**src/rtl/lsu.sv**
```systemverilog
// lsu: RV32I byte/half/word load/store unit on a req/gnt/rvalid data bus.
// Ports: ex_* request in, lsu_busy/lsu_done/load_data/misalign_err to the
// pipeline, mem_* bus side. Optional macro: LSU_MISALIGN_CHECK_EN.
module lsu #(
  parameter int ADDR_W = 32
) (
  input  logic              clk,
  input  logic              rst_n,
  input  logic              ex_valid,
  input  logic              ex_load,
  input  logic              ex_store,
  input  logic [2:0]        funct3,
  input  logic [ADDR_W-1:0] alu_res,
  input  logic [31:0]       rs2_data,
  output logic              lsu_busy,
  output logic              lsu_done,
  output logic [31:0]       load_data,
  output logic              misalign_err,
  output logic              mem_req,
  output logic              mem_we,
  output logic [ADDR_W-1:0] mem_addr,
  output logic [31:0]       mem_wdata,
  output logic [3:0]        mem_be,
  input  logic              mem_gnt,
  input  logic              mem_rvalid,
  input  logic [31:0]       mem_rdata
);

  typedef enum logic [1:0] {
    IDLE,
    REQ,
    WAIT_R,
    DONE
  } state_e;

  state_e state_q, state_d;

  logic [ADDR_W-1:0] addr_q;
  logic [1:0]        off_q;
  logic [2:0]        f3_q;
  logic              we_q;
  logic [31:0]       wdata_q;
  logic [3:0]        be_q;
  logic [31:0]       ld_q;

  logic        start;
  logic        byte_acc;
  logic        half_acc;
  logic        misal;
  logic [31:0] wdata_fmt;
  logic [3:0]  be_fmt;
  logic [31:0] ld_ext;
  logic [31:0] rd_shift;
  logic [7:0]  rd_b;
  logic [15:0] rd_h;

  assign start = ex_valid & (ex_load | ex_store);

  // Loads decode size from funct3[1:0] (LBU/LHU share it);
  // stores only treat 000/001 as sub-word.
  assign byte_acc = ex_load ? (funct3[1:0] == 2'b00)
                            : (funct3 == 3'b000);
  assign half_acc = ex_load ? (funct3[1:0] == 2'b01)
                            : (funct3 == 3'b001);

`ifdef LSU_MISALIGN_CHECK_EN
  logic err_q;

  always_comb begin
    misal = 1'b0;
    unique case (1'b1)
      byte_acc: misal = 1'b0;
      half_acc: misal = alu_res[0];
      default:  misal = |alu_res[1:0];
    endcase
  end
`else
  assign misal = 1'b0;
`endif

  always_comb begin
    wdata_fmt = rs2_data;
    be_fmt    = 4'b1111;
    unique case (1'b1)
      byte_acc: begin
        wdata_fmt = {4{rs2_data[7:0]}};
        be_fmt    = 4'b0001 << alu_res[1:0];
      end
      half_acc: begin
        wdata_fmt = {2{rs2_data[15:0]}};
        be_fmt    = alu_res[1] ? 4'b1100 : 4'b0011;
      end
      default: ;
    endcase
  end

  assign rd_shift = mem_rdata >> {off_q, 3'b000};
  assign rd_b     = rd_shift[7:0];
  assign rd_h     = off_q[1] ? mem_rdata[31:16]
                             : mem_rdata[15:0];

  always_comb begin
    ld_ext = mem_rdata;
    unique case (1'b1)
      (f3_q[1:0] == 2'b00):
        ld_ext = {{24{~f3_q[2] & rd_b[7]}}, rd_b};
      (f3_q[1:0] == 2'b01):
        ld_ext = {{16{~f3_q[2] & rd_h[15]}}, rd_h};
      default: ld_ext = mem_rdata;
    endcase
  end

  always_ff @(posedge clk or negedge rst_n) begin
    if (!rst_n) state_q <= IDLE;
    else        state_q <= state_d;
  end

  always_comb begin
    state_d = state_q;
    unique case (state_q)
      IDLE: begin
        if (start) state_d = misal ? DONE : REQ;
      end
      REQ: begin
        if (mem_gnt) state_d = we_q ? DONE : WAIT_R;
      end
      WAIT_R: begin
        if (mem_rvalid) state_d = DONE;
      end
      DONE:    state_d = IDLE;
      default: state_d = IDLE;
    endcase
  end

  always_ff @(posedge clk or negedge rst_n) begin
    if (!rst_n) begin
      addr_q  <= '0;
      off_q   <= 2'b00;
      f3_q    <= 3'b000;
      we_q    <= 1'b0;
      wdata_q <= '0;
      be_q    <= 4'b0000;
    end else if (state_q == IDLE && start) begin
      addr_q  <= {alu_res[ADDR_W-1:2], 2'b00};
      off_q   <= alu_res[1:0];
      f3_q    <= funct3;
      we_q    <= ~ex_load;
      wdata_q <= wdata_fmt;
      be_q    <= be_fmt;
    end
  end

  always_ff @(posedge clk or negedge rst_n) begin
    if (!rst_n) begin
      ld_q <= '0;
    end else if (state_q == WAIT_R && mem_rvalid) begin
      ld_q <= ld_ext;
    end
  end

`ifdef LSU_MISALIGN_CHECK_EN
  always_ff @(posedge clk or negedge rst_n) begin
    if (!rst_n) begin
      err_q <= 1'b0;
    end else if (state_q == IDLE) begin
      err_q <= start & misal;
    end
  end
`endif

  always_comb begin
    mem_req      = (state_q == REQ);
    lsu_done     = (state_q == DONE);
    lsu_busy     = (state_q == REQ) | (state_q == WAIT_R) |
                   ((state_q == IDLE) & start);
`ifdef LSU_MISALIGN_CHECK_EN
    misalign_err = (state_q == DONE) & err_q;
`else
    misalign_err = 1'b0;
`endif
    mem_we       = we_q;
    mem_addr     = addr_q;
    mem_wdata    = wdata_q;
    mem_be       = be_q;
    load_data    = ld_q;
  end

endmodule
```
**config.mk**
```make
export PLATFORM = sky130hd
export DESIGN_NAME = lsu
export DESIGN_NICKNAME = d
export VERILOG_FILES = /design/src/rtl/lsu.sv
export SDC_FILE = /design/constraint.sdc
export NUM_CORES = 1
export LEC_CHECK = 0
export ABC_CLOCK_PERIOD_IN_PS = 2340
export BUFFER_PORTS_ARGS = -buffer_cell sky130_fd_sc_hd__clkbuf_2
export CORE_ASPECT_RATIO = 0.8
export CORE_UTILIZATION = 30
export DETAILED_ROUTE_END_ITERATION = 8
export PLACE_DENSITY = 0.65
export SYNTH_ARGS = -nofsm -noshare
export SYNTH_HDL_FRONTEND = slang
export SYNTH_SLANG_ARGS = --single-unit
export TNS_END_PERCENT = 100
```
**constraint.sdc**
```tcl
create_clock -name clk -period 2.34 [get_ports clk]
set_input_delay 0 -clock clk [delete_from_list [all_inputs] [get_ports clk]]
set_output_delay 0 -clock clk [all_outputs]
set_load 0.02 [all_outputs]
```
==> metrics <==
CTS tree yes; Internal 5.27 mW; crit path launch type register; die area 17500 µm²; top-area cell type share of the netlist area 0.522; TNS Setup 0 ns; FF-to-FF setup slack 0.23 ns; Syn-to-layout area delta 51.5%; clk_lat worst skew 0.36 ns; Avg Synthesized Cell Area 8.99 µm²; Synth area leaders dfrtp_1, nand2_1, nor2_1, a21oi_1, a31oi_1; Synth Register Bits 106; M3 GR Usage 0.0444; # rows 42; dpl cells 961; dpl hpwl 11200 µm; core area 16600 µm²; share of layout cells above drive strength 1 0.299; fmax 473 MHz; Detail Route Antenna Nets 0; GRT met1 Usage 0.283; io pins 211; Min-Delay Path Class in -> reg; WL final 17500 µm; Num CTS Buffers 9; WP data arrival 2.41 ns; initial core utilization 0.307; Final min period 2.11 ns; Netlist cell types 42; Cells after Synth 566; Tcrit/Tclk final 0.903; Via density 5.00; Final setup viols 0; clk_skew 0.0128 ns; n_diodes 0; largest net degree at the start of global routing 80; power density over cell area 1230 nW/µm²; Total GRT Usage 0.203; clock root buffer clkbuf_16; Yosys warning total 0; port bufs 207; Final Util 0.465; Max-slew headroom 0.408; P_leak 3.71 nW; global route total overflow 0; Non-Filler Instances 1084; Switching Fraction 0.445; global-route wire length before repair 27700 µm; CTS clk-pin slew, worst paths 0.08 ns; Seq/Total Area, Yosys 0.522; status finished clean; GRT met2 Usage 0.310; via count 5419; drt wl/cell 16.2 µm; cell area after synthesis 5090 µm²; fin. max-slew vios 0; Critical Path Sink Type register; Final Hold Fails 0; unrepaired setup endpoints after global routing no; Final Cell Area 7700 µm²; Max H-tree Level 3; Clock power frac 0.163; CTS Buffer Depth 2; Top Usage Layer GRT met2; Starting DRT DRC Count 409; Nets 970; Die W 148 µm; Worst IR Drop VDD 0.581 mV; Worst Tran Pin Value 0.866 ns; CP max FO 40; antenna violations before repair 0; CTS Sinks 106; vias in the first global route 5310; RD Place Congestion 0.859; maxcap violations 0; Synth area leader dfrtp_1; Pre-Repair DR Iteration Count 8; placed inst area 6330 µm²; sequential fraction of design power 0.352; DR DRC count 0; Comb power frac 0.484; Setup CP Type reg -> reg; Psw 4.22 mW; Worst EP required 2.63 ns; Die Y 118 µm
## flip-flops by register name (all words and copies together) (netlist names)
name and cells:
f3_q 3, load_data 32, mem_addr 30, mem_be 4
mem_wdata 32, mem_we 1, off_q 2, state_q 2
## stage by stage
| stage | setup WS (ns) | hold slack [ns] | power [mW] |
|---|---|---|---|
| after global placement | 0.483 | -0.0507 | 7.59 |
| after floorplan | 0.668 | -0.296 | 6.09 |
| final | 0.227 | 0.00562 | 9.50 |
| after global routing | 0.0578 | 0.0222 | 10.1 |
| after detailed placement | 0.435 | -0.0504 | 7.65 |
| after CTS | 0.0736 | 0.00347 | 9.48 |
## synthesized netlist by cell type
library cell and n:
or2_2 2, clkinv_1 1, o211a_1 1, o21ai_0 24
nand2b_1 12, a22oi_2 1, nor3_1 1, dfrtp_1 106
nand4_1 7, and4b_1 1, mux4_2 1, o21bai_1 1
a2111oi_0 9, a2111oi_4 1, o211ai_1 13, conb_1 1
buf_4 4, nor2b_1 13, nand2_1 144, a211oi_1 4
or3b_2 1, a21oi_1 30, a31oi_1 21, nor3b_2 1
ha_1 5, a32oi_1 6, nand4b_1 3, mux2_2 10
o221ai_1 2, or3_1 1, buf_6 1, nand3_1 16
and3b_1 1, clkbuf_1 34, nor2_1 49, a2bb2oi_1 1
and2_1 1, buf_2 7, inv_1 3, o31ai_1 8
o22ai_1 16, buf_1 2
## cells in the final DEF, fill, tap and decap left out, drive strengths merged, types with 3 or more instances in the layout
cell,count
o22ai,16
nand4,7
nand2b,12
buf,16
nor2b,13
dlygate4sd3,105
a211oi,4
clkbuf,217
a2111oi,10
a32oi,6
nand2,144
mux2,10
o211ai,13
conb,3
dfrtp,106
nor2,49
o21ai,24
a21oi,30
nand4b,3
nand3,16
o31ai,8
inv,5
a31oi,21
ha,5
## final cells by class
cell class | count | area (µm²)
multi-input cells | 411 | 2230
flip-flops and latches | 106 | 2650
clock buffers | 11 | 253
well taps | 220 | 275
clock inverters | 5 | 46.3
fillers | 1560 | 8850
repair buffers | 327 | 2230
inverters | 4 | 15.0
## path summary, 6_finish.rpt
check,start,endpoint,depth (start not counted)
setup / recovery,state_q[0],mem_wdata[23],7
hold / removal,mem_rdata[10],load_data[10],3
setup reg to reg,state_q[0],mem_wdata[23],7
hold reg to reg,mem_addr[25],mem_addr[25],2
max in group asynchronous,rst_n,mem_wdata[14],3
min in group asynchronous,rst_n,load_data[10],2
## repair_timing
action	CTS	global route
endpoints found under the hold margin	124	0
setup endpoints to repair	0	6
resized for setup	0	1
buffers inserted	0	1
hold buffers	105	0
## worst max-delay path, cell delays in order, from the launching register on
cell and delay [ns]:
dfrtp_1 0.41, inv_1 0.14, ha_2 0.26, o211a_4 0.23
buf_12 0.20, nor2_1 0.06, a31oi_1 0.16, dlygate4sd3_1 0.58
## power groups by stage
stage                     sequential (mW)  combinational [mW]  clock [mW]
final                                3.34                4.60        1.55
after global routing                 3.45                5.02        1.68
after CTS                            3.34                4.55        1.59
after detailed placement             3.35                4.30           0
after global placement               3.35                4.24           0
after floorplan                      4.19                1.90           0
## cells by family (layout without fill, tap and decap cells)
| logic type | after synthesis | count (layout) | share of synthesized area |
|---|---|---|---|
| DFF | 106 | 106 | 0.522 |
| buffers and inverters | 52 | 347 | 0.0445 |
| muxes | 11 | 11 | 0.0266 |
| other | 1 | 3 | 0.000737 |
| adders and majority gates | 5 | 5 | 0.0123 |
| AOI/OAI and AO/OA | 138 | 139 | 0.178 |
| and+or+nand+nor | 253 | 253 | 0.216 |
## metal layers
| metal | wire (µm) | share of wire |
|---|---|---|
| met5 | 0 | 0 |
| met4 | 345 | 0.020 |
| met3 | 1520 | 0.087 |
| met2 | 7960 | 0.45 |
| met1 | 7720 | 0.44 |
No activity file was read; power rests on OpenSTA's default activity.
